## config.mk

```make
export PLATFORM = sky130hd
export DESIGN_NAME = memlcd_spi_rx
export DESIGN_NICKNAME = d
export VERILOG_FILES = /design/src/rtl/memlcd_spi_rx.sv
export SDC_FILE = /design/constraint.sdc
export NUM_CORES = 1
export LEC_CHECK = 0
export BUFFER_PORTS_ARGS = -buffer_cell sky130_fd_sc_hd__buf_2
export CORE_ASPECT_RATIO = 2
export CORE_MARGIN = 4
export CORE_UTILIZATION = 55
export CTS_BUF_LIST = sky130_fd_sc_hd__clkbuf_4
export CTS_CLUSTER_DIAMETER = 30
export CTS_CLUSTER_SIZE = 8
export DETAILED_ROUTE_END_ITERATION = 16
export PLACE_DENSITY = 0.75
export SETUP_SLACK_MARGIN = 0.05
export SKIP_LAST_GASP = 1
export SYNTH_ARGS = -nofsm -noshare
export SYNTH_HDL_FRONTEND = slang
export SYNTH_SLANG_ARGS = --single-unit
```

## constraint.sdc

```tcl
create_clock -name i_clk -period 5.1 [get_ports i_clk]
set_input_delay 1.02 -clock i_clk [delete_from_list [all_inputs] [get_ports i_clk]]
set_output_delay 1.02 -clock i_clk [all_outputs]
set_load 0.1 [all_outputs]
```

## src/rtl/memlcd_spi_rx.sv

```systemverilog
// SPI slave (mode 0, MSB first) that oversamples the host lines in i_clk and unpacks
// 3-byte groups into 4 six-bit pixels for the FIFO; MEMLCD_RX_UNPACKED_EN selects one pixel per byte.
module memlcd_spi_rx #(
  parameter int SYNC_STAGES = 2,
  parameter int CNT_W       = 16
) (
  input  logic             i_clk,
  input  logic             i_reset,
  input  logic             i_spi_mosi,
  input  logic             i_spi_cs_n,
  input  logic             i_spi_clk,
  output logic             o_spi_cts,
  output logic [5:0]       o_wr_data,
  output logic             o_wr_en,
  input  logic             i_wfull,
  input  logic             i_wfull_almost,
  output logic             o_overflow,
  output logic             o_frame_active,
  output logic [CNT_W-1:0] o_pixel_count
);

`ifdef MEMLCD_RX_UNPACKED_EN
  localparam int GRP_W = 8;
  localparam int NPIX  = 1;
`else
  localparam int GRP_W = 24;
  localparam int NPIX  = 4;
`endif

  // state | meaning
  // IDLE  | cs_n high, waiting for a frame
  // SHIFT | collecting bits, staging empty
  // EMIT  | staging occupied, pushing its pixels (bits keep shifting)
  typedef enum logic [1:0] {S_IDLE, S_SHIFT, S_EMIT} state_t;

  state_t r_state, w_state_nxt;

  logic [SYNC_STAGES-1:0] r_sclk_sync, r_cs_sync, r_mosi_sync;
  logic                   r_sclk_prev, r_cs_prev;
  logic [4:0]             r_bit_cnt;
  logic [GRP_W-2:0]       r_group;
  logic [1:0]             r_pix_idx;
  logic [5:0]             r_wr_data;
  logic                   r_overflow, r_cts;
  logic [CNT_W-1:0]       r_pix_cnt;

  logic             w_sclk_s, w_cs_s, w_mosi_s;
  logic             w_sclk_rise, w_cs_fall, w_shift, w_grp_done;
  logic             w_occupied, w_load, w_push, w_last;
  logic [GRP_W-1:0] w_grp_word;
  logic [5:0]       w_first_pix, w_next_pix;

  always_ff @(posedge i_clk) begin
    if (i_reset) begin
      r_sclk_sync <= '0;
      r_cs_sync   <= '1;
      r_mosi_sync <= '0;
      r_sclk_prev <= 1'b0;
      r_cs_prev   <= 1'b1;
    end else begin
      r_sclk_sync <= {r_sclk_sync[SYNC_STAGES-2:0], i_spi_clk};
      r_cs_sync   <= {r_cs_sync[SYNC_STAGES-2:0], i_spi_cs_n};
      r_mosi_sync <= {r_mosi_sync[SYNC_STAGES-2:0], i_spi_mosi};
      r_sclk_prev <= w_sclk_s;
      r_cs_prev   <= w_cs_s;
    end
  end

  assign w_sclk_s    = r_sclk_sync[SYNC_STAGES-1];
  assign w_cs_s      = r_cs_sync[SYNC_STAGES-1];
  assign w_mosi_s    = r_mosi_sync[SYNC_STAGES-1];
  assign w_sclk_rise = w_sclk_s & ~r_sclk_prev;
  assign w_cs_fall   = ~w_cs_s & r_cs_prev;
  assign w_shift     = w_sclk_rise & ~w_cs_s;
  assign w_grp_done  = w_shift && (r_bit_cnt == 5'(GRP_W-1));
  assign w_grp_word  = {r_group, w_mosi_s};
  assign w_occupied  = (r_state == S_EMIT);
  assign w_load      = w_grp_done & ~w_occupied;
  assign w_last      = w_push && (r_pix_idx == 2'(NPIX-1));

`ifdef MEMLCD_RX_UNPACKED_EN
  assign w_first_pix = w_grp_word[5:0];
  assign w_next_pix  = w_grp_word[5:0];
`else
  logic [17:0] r_stage;

  always_ff @(posedge i_clk) begin
    if (i_reset)     r_stage <= '0;
    else if (w_load) r_stage <= w_grp_word[17:0];
  end

  assign w_first_pix = w_grp_word[23:18];

  always_comb begin
    w_next_pix = r_stage[5:0];
    case (r_pix_idx)
      2'd0:    w_next_pix = r_stage[17:12];
      2'd1:    w_next_pix = r_stage[11:6];
      default: w_next_pix = r_stage[5:0];
    endcase
  end
`endif

  always_ff @(posedge i_clk) begin
    if (i_reset) r_state <= S_IDLE;
    else         r_state <= w_state_nxt;
  end

  always_comb begin
    w_state_nxt = r_state;
    case (r_state)
      S_IDLE: begin
        if (w_load)         w_state_nxt = S_EMIT;
        else if (w_cs_fall) w_state_nxt = S_SHIFT;
      end
      S_SHIFT: begin
        if (w_load)         w_state_nxt = S_EMIT;
        else if (w_cs_s)    w_state_nxt = S_IDLE;
      end
      S_EMIT: begin
        if (w_last)         w_state_nxt = w_cs_s ? S_IDLE : S_SHIFT;
      end
      default:              w_state_nxt = S_IDLE;
    endcase
  end

  // Push is gated by the live full flag so a held pixel never leaks while full.
  always_comb begin
    w_push = 1'b0;
    if (r_state == S_EMIT && !i_wfull && !i_reset) w_push = 1'b1;
  end

  always_ff @(posedge i_clk) begin
    if (i_reset) begin
      r_bit_cnt  <= '0;
      r_group    <= '0;
      r_pix_idx  <= '0;
      r_wr_data  <= '0;
      r_overflow <= 1'b0;
      r_pix_cnt  <= '0;
      r_cts      <= 1'b0;
    end else begin
      if (w_cs_s || w_cs_fall) r_bit_cnt <= '0;
      else if (w_shift)        r_bit_cnt <= w_grp_done ? 5'd0 : r_bit_cnt + 5'd1;
      if (w_shift) r_group <= w_grp_word[GRP_W-2:0];
      if (w_load) begin
        r_pix_idx <= '0;
        r_wr_data <= w_first_pix;
      end else if (w_push) begin
        r_pix_idx <= r_pix_idx + 2'd1;
        r_wr_data <= w_next_pix;
      end
      if (w_grp_done && w_occupied) r_overflow <= 1'b1;
      // A frame start wins over a push landing in the same cycle.
      if (w_cs_fall)   r_pix_cnt <= '0;
      else if (w_push) r_pix_cnt <= r_pix_cnt + 1'b1;
      r_cts <= ~i_wfull_almost;
    end
  end

  assign o_wr_en        = w_push;
  assign o_wr_data      = r_wr_data;
  assign o_overflow     = r_overflow;
  assign o_spi_cts      = r_cts;
  assign o_pixel_count  = r_pix_cnt;
  assign o_frame_active = ~w_cs_s;

endmodule

```

## Word level (Yosys, flattened, before mapping)

Cells that the tools add are included.

- $add $sub $neg: 3
- $mul: 0
- Divide/modulo/power cells: 0
- $lt $le $gt $ge: 0
- Eq/ne operators: 8
- Shifts and indexed selects: 0
- Multiplexer cells: 12
- Bitwise gates (word level): 8
- Reduce and logical (&&, ||, !) cells: 15

Operator list:

| operator | count |
|---|---|
| $add 16x1->16 const B | 1 |
| $mux 6 | 2 |
| $pmux 6 s2 | 1 |
| $mux 2 | 5 |
| $ne 3x3->1 const B | 2 |
| $pmux 2 s3 | 1 |
| $reduce_or 2->1 | 3 |
| $add 5x1->5 const B | 1 |
| $eq 5x5->1 const B | 1 |
| $logic_and 1x1->1 | 5 |
| $mux 5 | 1 |
| $and 1x1->1 | 4 |
| $eq 2x1->1 const B | 2 |
| $eq 2x2->1 const B | 2 |
| $logic_not 2->1 | 2 |
| $not 1->1 | 4 |
| $reduce_and 3->1 | 1 |
| $add 2x1->2 const B | 1 |
| $logic_not 1->1 | 2 |
| $mux 1 | 2 |
| $ne 2x1->1 const B | 1 |
| $reduce_bool 2->1 | 1 |
| $logic_or 1x1->1 | 1 |

- Flip-flop bits (word level): 82
- Latch bits: 0
- RAM bits: 0
- Bits in read-only memories: 0
- Input bits: 7
- Output and inout port bits: 26
- Word-level logic and storage cells: 60
- Memories: 0

## Longest topological paths before layout

Gate-level depths: netlist (run 1).

- Word-level depth: 7
- Mapped depth: 7
- Mapped depth without buffers: 6

## Worst setup path before layout (run 1)

Ideal clock, no wire load.

- Kind: input to output
- From: in i_wfull
- To: out o_wr_en
- Data arrival time: 2237 ps
- Data required time: 4080 ps
- Path slack: 1843 ps
- Cell stages on the path: 4
- Buffers on the path: 2
- Cell sequence: or4b_1 > buf_6 > clkinv_2 > buf_2

- Word-level cells in the longest chain between the ends: 4

RTL lines:

| element | RTL line | source |
|---|---|---|
| from (decl) | 15 | `input logic i_wfull,` |
| $logic_not 1->1 | 130 | `if (r_state == S_EMIT && !i_wfull && !i_reset) w_push = 1'b1;` |
| $logic_and 1x1->1 (2 in series) | 130 |  |
| $mux 1 | 130 |  |
| to (decl) | 14 | `output logic o_wr_en,` |

Every way passes these cells.

## Final worst setup path (run 1)

Same ends and word-level chain as after synthesis.

==> impl_results.html, run 1 <==
<table>
<tr><th>Metric</th><th>Value</th></tr>
<tr><th colspan="2">Status</th></tr>
<tr><td>Result of the run</td><td>finished, final reports clean</td></tr>
<tr><th colspan="2">Placement</th></tr>
<tr><td>Placed Cells</td><td>around 460</td></tr>
<tr><td>Pre-CTS setup slack</td><td>approximately 1.4 ns</td></tr>
<tr><td>Final Wtd Congestion</td><td>between 0.8 and 0.9</td></tr>
<tr><td>Port Buffers</td><td>32</td></tr>
<tr><td>DPL Wire Length</td><td>4631 um</td></tr>
<tr><td>Area post-placement</td><td>roughly 3400 sq um</td></tr>
<tr><th colspan="2">Routing</th></tr>
<tr><td>DRC errors left</td><td>0</td></tr>
<tr><td>Total vias in the final route</td><td>between 2,000 and 3,000</td></tr>
<tr><td>DR pass1 iterations</td><td>4</td></tr>
<tr><td>Detailed-route wire length</td><td>6566 um</td></tr>
<tr><td>Detailed-route wire length per cell</td><td>13.88 um</td></tr>
<tr><td>Number of routed nets with antenna violations</td><td>0</td></tr>
<tr><td>Per-cell via count in the routed design</td><td>approximately 5.6</td></tr>
<tr><td>Starting DRT DRC Count</td><td>93</td></tr>
<tr><th colspan="2">CTS</th></tr>
<tr><td>Register clock-pin slew on the reported worst setup and hold paths</td><td>0.11 ns</td></tr>
<tr><td>CTS H-Tree Depth</td><td>3</td></tr>
<tr><td>TritonCTS clock tree</td><td>built</td></tr>
<tr><td>Number of buffers inserted during clock tree synthesis</td><td>9</td></tr>
<tr><td>Worst-Skew Late Latency</td><td>roughly 0.42 ns</td></tr>
<tr><td>Clock Sinks</td><td>between 80 and 90</td></tr>
<tr><td>Post-cts gate resize count</td><td>0</td></tr>
<tr><td># hold bufs at CTS</td><td>0</td></tr>
<tr><td>Root buffer selected by CTS</td><td>clkbuf_4</td></tr>
<tr><td>Buffers from clock root to sink, at most</td><td>2</td></tr>
<tr><td>Setup repair bufs after CTS</td><td>0</td></tr>
<tr><th colspan="2">Timing</th></tr>
<tr><td>Finish-stage setup viols</td><td>0</td></tr>
<tr><td>TNS Setup</td><td>0 ns</td></tr>
<tr><td>Hold slack</td><td>around 0.42 ns</td></tr>
<tr><td>RSZ-0062 raised after global routing</td><td>false</td></tr>
<tr><td>Slew at the pin with the worst max-slew slack</td><td>roughly 0.86 ns</td></tr>
<tr><td>Setup slack of the critical path after layout</td><td>about 1.4 ns</td></tr>
<tr><td>Achievable Freq</td><td>between 200 and 300 MHz</td></tr>
<tr><td>Worst-case headroom to the max-slew limit</td><td>a little over two fifths</td></tr>
<tr><td>Fin crit share</td><td>around three quarters</td></tr>
<tr><td>Final Hold Viols</td><td>0</td></tr>
<tr><td>Clock period minus final worst setup slack</td><td>around 3.7 ns</td></tr>
<tr><td>Final setup skew</td><td>between 0.004 and 0.005 ns</td></tr>
<tr><td>Number of pins with negative max-slew slack in the final report</td><td>0</td></tr>
<tr><th colspan="2">Floorplan</th></tr>
<tr><td>Boundary Pins</td><td>33</td></tr>
<tr><td>Initial Utilization</td><td>between 50% and 60%</td></tr>
<tr><td>Total die area</td><td>about 7300 sq um</td></tr>
<tr><td>Core Footprint</td><td>5709 sq um</td></tr>
<tr><td>Height of the die</td><td>116.5 um</td></tr>
<tr><td>Die width</td><td>62.26 um</td></tr>
<tr><td>Site Rows</td><td>39</td></tr>
<tr><th colspan="2">Cells and area</th></tr>
<tr><td>Final cell utilization of the core</td><td>between 60% and 70%</td></tr>
<tr><td>P&amp;R area growth vs syn</td><td>8.926%</td></tr>
<tr><td>Filler cells</td><td>approximately 530</td></tr>
<tr><td>Net total in the final layout</td><td>420</td></tr>
<tr><td>Final Cell Area</td><td>3527 sq um</td></tr>
<tr><td>Final cell count without fillers</td><td>roughly 470</td></tr>
<tr><td>Number of diodes</td><td>0</td></tr>
<tr><td>Share of final-layout standard cells stronger than drive strength 1</td><td>approximately 14%</td></tr>
<tr><th colspan="2">Power and ir drop</th></tr>
<tr><td>Power density over the cells</td><td>287.8 nW/um^2</td></tr>
<tr><td>Post-route total power</td><td>around 1.0 mW</td></tr>
<tr><td>Static leakage</td><td>between 1 and 1.5 nW</td></tr>
<tr><td>Peak supply drop</td><td>between 0.2 and 0.3 mV</td></tr>
<tr><th colspan="2">Global routing</th></tr>
<tr><td>Global route total overflow</td><td>0</td></tr>
<tr><td>Vias in the first global route</td><td>about 2,600</td></tr>
<tr><td>GRT Overall Usage</td><td>19.87%</td></tr>
<tr><td>Global-route wire length before repair</td><td>11,380 um</td></tr>
<tr><td>Antenna violations before repair</td><td>0</td></tr>
<tr><td>Maximum number of pins on one net before global-route repair</td><td>66</td></tr>
<tr><th colspan="2">Logic synthesis</th></tr>
<tr><td>Number of flip-flops and latches in the synthesized netlist</td><td>82</td></tr>
<tr><td>Syn nets</td><td>between 300 and 400</td></tr>
<tr><td>Synth Warn #</td><td>0</td></tr>
<tr><td>Distinct cell type count of the synthesized netlist</td><td>39</td></tr>
<tr><td>Sequential element share of the synthesized area</td><td>between 50% and 60%</td></tr>
<tr><td>Count of mapped cells out of synthesis</td><td>383</td></tr>
<tr><td>Cell area after synthesis</td><td>3238 sq um</td></tr>
<tr><td>Per-instance average area after synthesis</td><td>roughly 8.5 sq um</td></tr>
<tr><th colspan="2">Setup path</th></tr>
<tr><td>Data required, critical path</td><td>4.08 ns</td></tr>
<tr><td>Type of element capturing the critical path</td><td>output port</td></tr>
<tr><td>Delay of the slowest cell on the worst path</td><td>about 0.83 ns</td></tr>
<tr><td>Slowest library cell on the worst path</td><td>or4b_1</td></tr>
<tr><td>Cell-by-cell trace of the critical path</td><td>buf_2 -&gt; or4b_1 -&gt; clkinv_2 -&gt; buf_2</td></tr>
<tr><td>Critical path startpoint category</td><td>input pin</td></tr>
<tr><td>Maximum fanout encountered on the critical timing path</td><td>19</td></tr>
<tr><td>Path type of the worst setup path</td><td>input pin to output port</td></tr>
<tr><td>Most numerous cell on the critical path</td><td>buf_2</td></tr>
<tr><td>Data arrival time of the worst path</td><td>~2.7 ns</td></tr>
<tr><th colspan="2">Job</th></tr>
<tr><td>Number of max-cap violations</td><td>0</td></tr>
<tr><th colspan="2">Hold path</th></tr>
<tr><td>Worst hold-check path type</td><td>register to register</td></tr>
</table>
-- cell usage in the layout (no fill, tap or decap), drive strengths merged, types with 6 or more instances in the layout --
cell type  Yosys  layout
nand2         97      97
dfxtp         82      82
a21oi         64      64
buf            6      35
nor2          17      17
nand3         13      13
clkbuf        15      10
nor2b          7       7
or3            6       6
xor2           6       6
a22o           6       6
a2bb2oi        6       6
nor3           6       6
-- cell usage after synthesis --
| master | number | area (sq um) |
|---|---|---|
| or2_2 | 4 | 25.02 |
| ha_1 | 5 | 62.56 |
| or4_1 | 3 | 22.52 |
| xor2_1 | 6 | 52.55 |
| nand4_4 | 1 | 21.27 |
| nor3_1 | 5 | 25.02 |
| o31ai_1 | 3 | 22.52 |
| nand2_1 | 97 | 364.1 |
| and4b_1 | 1 | 10.01 |
| o21ai_0 | 3 | 15.01 |
| clkinv_2 | 1 | 5.000 |
| nor2b_1 | 7 | 43.79 |
| nand4b_1 | 1 | 8.760 |
| inv_1 | 5 | 18.77 |
| or4b_1 | 1 | 10.01 |
| a2bb2oi_1 | 6 | 52.55 |
| nor2_1 | 17 | 63.81 |
| dfxtp_1 | 82 | 1642 |
| a22oi_1 | 1 | 7.510 |
| buf_2 | 4 | 20.02 |
| nor3_2 | 1 | 10.01 |
| or3b_2 | 2 | 17.52 |
| a22o_1 | 6 | 52.55 |
| xnor2_1 | 5 | 43.79 |
| a21oi_1 | 64 | 320.3 |
| clkbuf_1 | 15 | 56.30 |
| and2_1 | 1 | 6.260 |
| nor4_2 | 1 | 12.51 |
| and4_1 | 2 | 17.52 |
| o22a_1 | 1 | 8.760 |
| or3_1 | 6 | 37.54 |
| nand3_1 | 13 | 65.06 |
| and3_1 | 2 | 12.51 |
| buf_1 | 1 | 3.750 |
| nor3b_2 | 1 | 12.51 |
| nand4_1 | 4 | 25.02 |
| buf_6 | 1 | 11.26 |
| nand2b_1 | 2 | 12.51 |
| mux2i_1 | 2 | 20.02 |
-- state kept, by name (all words and copies together) (netlist names) --
signal / flops
r_pix_idx: 2
r_state: 2
r_group: 23
r_cs_prev: 1
r_cs_sync: 2
r_sclk_sync: 2
o_overflow: 1
r_stage: 18
r_bit_cnt: 5
o_pixel_count: 16
r_mosi_sync: 2
r_sclk_prev: 1
o_wr_data: 6
o_spi_cts: 1
-- worst max-delay path: cells and delay by family --
kind          cells  cell delay, ns
simple gates      1            0.83
buf+inv           3            0.86
-- layout make-up --
type / count / area, sq um / area share, %
Clock buffer: 10 / 75.07 / 2.128
Clock inverter: 5 / 46.29 / 1.313
Inverter: 6 / 23.77 / 0.6740
Multi-Input combinational cell: 274 / 1481 / 42.00
Sequential cell: 82 / 1642 / 46.54
Tap cell: 61 / 76.32 / 2.164
Timing Repair Buffer: 35 / 182.7 / 5.179
-- power breakdown --
group | internal [mW] | leakage [nW] | switching (mW) | total, mW
Sequential | 0.643 | 0.662 | 0.00141 | 0.645
Clock | 0.147 | 0.0688 | 0.198 | 0.345
Combinational | 0.00626 | 0.544 | 0.0191 | 0.0254
Total | 0.796 | 1.27 | 0.219 | 1.02
-- layer usage --
layer  up-vias  GRT usage, %  part of all wire, %
met4         0         11.47                  3.4
met3        16         5.775                  4.2
met2        43         37.95                   55
met5         -             0                    0
met1      1241         18.23                   37
li1       1360             -                    -
-- path summary, 6_finish.rpt --
check	startpoint	to	slack, ns	cells past startpoint
max reg2reg	r_state[0]$_SDFFE_PP0P_	o_pixel_count[13]$_SDFFE_PP0P_	2.70	5
min reg2reg	r_cs_sync[0]$_SDFF_PP1_	r_cs_sync[1]$_SDFF_PP1_	0.42	1
min	r_cs_sync[0]$_SDFF_PP1_	r_cs_sync[1]$_SDFF_PP1_	0.42	1
max	i_wfull	o_wr_en	1.36	4
-- cells by family after synthesis --
| kind of cell | Yosys count | share of synthesized area, % |
|---|---|---|
| flops | 82 | 50.70 |
| buf+inv | 27 | 3.555 |
| mux | 2 | 0.6183 |
| fa+ha+maj | 5 | 1.932 |
| xor+xnor | 11 | 2.975 |
| simple gates | 172 | 25.42 |
| compound gates | 84 | 14.80 |
(Power assumes the default switching activity.)
==> inputs of run 2 (changes only) <==
Clock period 5.1 ns to 3.6 ns, I/O delays scaled along.
==> run 2 against run 1 <==
- power increased by 36%
- via count fell by 1.1%
- largest power group unchanged
- routed wire length shrank 1.1%
- register-to-register slack worse by 1.3 ns
==> impl_results.html, run 2 (synthesis gave the netlist of run 1 again) <==
<table>
<tr><th>Metric</th><th>Value</th></tr>
<tr><th colspan="2">Placement</th></tr>
<tr><td>Area post-placement</td><td>around 3400 sq um</td></tr>
<tr><td>DPL Wire Length</td><td>around 4500 um</td></tr>
<tr><td>Final Wtd Congestion</td><td>0.7920</td></tr>
<tr><td>Port Buffers</td><td>32</td></tr>
<tr><td>Pre-CTS setup slack</td><td>roughly 0.94 ns</td></tr>
<tr><th colspan="2">Setup path</th></tr>
<tr><td>Delay of the slowest cell on the worst path</td><td>0.49 ns</td></tr>
<tr><td>Cell-by-cell trace of the critical path</td><td>buf_2 -&gt; or4b_1 -&gt; buf_4 -&gt; clkinv_2 -&gt; buf_12</td></tr>
<tr><td>Path type of the worst setup path</td><td>input pin to output port</td></tr>
<tr><td>Maximum fanout encountered on the critical timing path</td><td>19</td></tr>
<tr><td>Type of element capturing the critical path</td><td>output port</td></tr>
<tr><td>Data required, critical path</td><td>roughly 2.9 ns</td></tr>
<tr><td>Critical path startpoint category</td><td>input pin</td></tr>
<tr><td>Slowest library cell on the worst path</td><td>or4b_1</td></tr>
<tr><td>Data arrival time of the worst path</td><td>approximately 1.9 ns</td></tr>
<tr><th colspan="2">CTS</th></tr>
<tr><td>CTS H-Tree Depth</td><td>3</td></tr>
<tr><td>Root buffer selected by CTS</td><td>clkbuf_4</td></tr>
<tr><td>Buffers from clock root to sink, at most</td><td>2</td></tr>
<tr><td>Post-cts gate resize count</td><td>0</td></tr>
<tr><td>Worst-Skew Late Latency</td><td>around 0.43 ns</td></tr>
<tr><td># hold bufs at CTS</td><td>0</td></tr>
<tr><td>Setup repair bufs after CTS</td><td>0</td></tr>
<tr><td>TritonCTS clock tree</td><td>built</td></tr>
<tr><td>Register clock-pin slew on the reported worst setup and hold paths</td><td>approximately 0.11 ns</td></tr>
<tr><td>Number of buffers inserted during clock tree synthesis</td><td>9</td></tr>
<tr><td>Clock Sinks</td><td>between 80 and 90</td></tr>
<tr><th colspan="2">Job</th></tr>
<tr><td>Number of max-cap violations</td><td>0</td></tr>
<tr><th colspan="2">Global routing</th></tr>
<tr><td>Met3 usage in global routing</td><td>around 5.4%</td></tr>
<tr><td>Maximum number of pins on one net before global-route repair</td><td>66</td></tr>
<tr><td>Global-route wire length before repair</td><td>around 11,000 um</td></tr>
<tr><td>GRT met1 Usage</td><td>a little under a fifth</td></tr>
<tr><td>GRT Overall Usage</td><td>between 10% and 20%</td></tr>
<tr><td>Antenna violations before repair</td><td>1</td></tr>
<tr><td>Vias in the first global route</td><td>between 2,000 and 2,500</td></tr>
<tr><td>Global routing's busiest layer</td><td>met2</td></tr>
<tr><td>Global route total overflow</td><td>0</td></tr>
<tr><td>GRT met2 Usage</td><td>a little over a third</td></tr>
<tr><th colspan="2">Timing</th></tr>
<tr><td>Number of pins with negative max-slew slack in the final report</td><td>0</td></tr>
<tr><td>Slew at the pin with the worst max-slew slack</td><td>0.8505 ns</td></tr>
<tr><td>Finish-stage setup viols</td><td>0</td></tr>
<tr><td>RSZ-0062 raised after global routing</td><td>false</td></tr>
<tr><td>Setup slack of the critical path after layout</td><td>0.9446 ns</td></tr>
<tr><td>Achievable Freq</td><td>approximately 380 MHz</td></tr>
<tr><td>Final setup skew</td><td>around 0.013 ns</td></tr>
<tr><td>Final Hold Viols</td><td>0</td></tr>
<tr><td>TNS Setup</td><td>0 ns</td></tr>
<tr><td>Clock period minus final worst setup slack</td><td>around 2.7 ns</td></tr>
<tr><td>Hold slack</td><td>0.4197 ns</td></tr>
<tr><td>Fin crit share</td><td>roughly three quarters</td></tr>
<tr><td>Worst-case headroom to the max-slew limit</td><td>between 40% and 50%</td></tr>
<tr><th colspan="2">Routing</th></tr>
<tr><td>Detailed-route wire length</td><td>~6500 um</td></tr>
<tr><td>Number of routed nets with antenna violations</td><td>0</td></tr>
<tr><td>Total vias in the final route</td><td>approximately 2,600</td></tr>
<tr><td>DR pass1 iterations</td><td>5</td></tr>
<tr><td>Starting DRT DRC Count</td><td>between 100 and 150</td></tr>
<tr><td>Detailed-route wire length per cell</td><td>roughly 14 um</td></tr>
<tr><td>DRC errors left</td><td>0</td></tr>
<tr><td>Per-cell via count in the routed design</td><td>5.525</td></tr>
<tr><th colspan="2">Power and ir drop</th></tr>
<tr><td>Static leakage</td><td>1.276 nW</td></tr>
<tr><td>Fraction of power consumed by combinational cells</td><td>2.6%</td></tr>
<tr><td>Clock network fraction of design power</td><td>31.4%</td></tr>
<tr><td>Peak supply drop</td><td>roughly 0.34 mV</td></tr>
<tr><td>Net Sw Frac</td><td>between 20% and 30%</td></tr>
<tr><td>Reported net switching power</td><td>313.9 uW</td></tr>
<tr><td>Power density over the cells</td><td>roughly 390 nW/um^2</td></tr>
<tr><td>Seq pwr share</td><td>between 60% and 70%</td></tr>
<tr><td>Internal power summed over all cells</td><td>approximately 1.1 mW</td></tr>
<tr><th colspan="2">Floorplan</th></tr>
<tr><td>Height of the die</td><td>116.5 um</td></tr>
<tr><td>Total die area</td><td>just over 7000 sq um</td></tr>
<tr><td>Die width</td><td>about 62 um</td></tr>
<tr><td>Core Footprint</td><td>around 5700 sq um</td></tr>
<tr><td>Initial Utilization</td><td>between 50% and 60%</td></tr>
<tr><td>Boundary Pins</td><td>33</td></tr>
<tr><td>Site Rows</td><td>39</td></tr>
<tr><th colspan="2">Hold path</th></tr>
<tr><td>Worst hold-check path type</td><td>register to register</td></tr>
<tr><th colspan="2">Status</th></tr>
<tr><td>Result of the run</td><td>finished, final reports clean</td></tr>
<tr><th colspan="2">Cells and area</th></tr>
<tr><td>Leading cell type in the layout, fill and taps excluded</td><td>nand2_1</td></tr>
<tr><td>Most flops, register</td><td>r_group</td></tr>
<tr><td>P&amp;R area growth vs syn</td><td>9.158%</td></tr>
<tr><td>Filler cells</td><td>between 500 and 600</td></tr>
<tr><td>Final cell utilization of the core</td><td>~62%</td></tr>
<tr><td>Final Cell Area</td><td>roughly 3500 sq um</td></tr>
<tr><td>Share of final-layout standard cells stronger than drive strength 1</td><td>between 10 and 15%</td></tr>
<tr><td>Net total in the final layout</td><td>around 420</td></tr>
<tr><td>Largest register FFs</td><td>23</td></tr>
<tr><td>Commonest non-fill, non-tap cells in the layout</td><td>nand2_1, dfxtp_1, a21oi_1</td></tr>
</table>
## run 2: cell types whose count changed in the layout (fill, tap and decap cells not counted), sizes merged
| cell | change |
|---|---|
| buf | +1 |
| bufinv | -1 |
| clkbuf | +1 |
| clkinv | +1 |
| diode | +1 |
## run 2: area by class of cell
cell class	count	area (sq um)	share of cell area (%)
Clock inverter	5	21.27	0.6018
Timing Repair Buffer	36	205.2	5.805
Antenna cell	1	2.502	0.07080
Tap cell	61	76.32	2.159
Multi-Input combinational cell	274	1481	41.91
Sequential cell	82	1642	46.44
Clock buffer	11	82.58	2.336
Inverter	6	23.77	0.6726
## run 2: routing by layer
layer,vias to the layer above,part of all wire (%)
li1,1363,-
met4,0,3.7
met1,1198,38
met3,14,3.4
met2,55,55
met5,-,0
## run 2: through the flow
stage	instances	power [mW]
2_1_floorplan	383	0.9611
6_report	476	1.383
3_5_place_dp	459	0.9698
4_1_cts	475	1.400
5_1_grt	476	1.437
3_3_place_gp	459	0.9692
## run 2: worst max-delay path: cells and delay by family
family,cells,cell delay (ns)
buf+inv,4,0.71
simple gates,1,0.49
## run 2: final timing paths
kind	start	endpoint	slack, ns	depth (start not counted)
setup / recovery	i_wfull	o_wr_en	0.94	5
hold / removal	r_cs_sync[0]$_SDFF_PP1_	r_cs_sync[1]$_SDFF_PP1_	0.42	1
setup reg to reg	r_state[0]$_SDFFE_PP0P_	o_pixel_count[13]$_SDFFE_PP0P_	1.41	6
hold reg to reg	r_cs_sync[0]$_SDFF_PP1_	r_cs_sync[1]$_SDFF_PP1_	0.42	1
## run 2: power by group through the flow
stage / clock network (mW) / logic (mW) / registers (mW)
CTS: 0.451 / 0.0361 / 0.913
detailed placement: 0 / 0.0360 / 0.934
floorplan: 0 / 0.0234 / 0.938
global placement: 0 / 0.0356 / 0.934
global route: 0.484 / 0.0391 / 0.914
finish: 0.434 / 0.0355 / 0.913
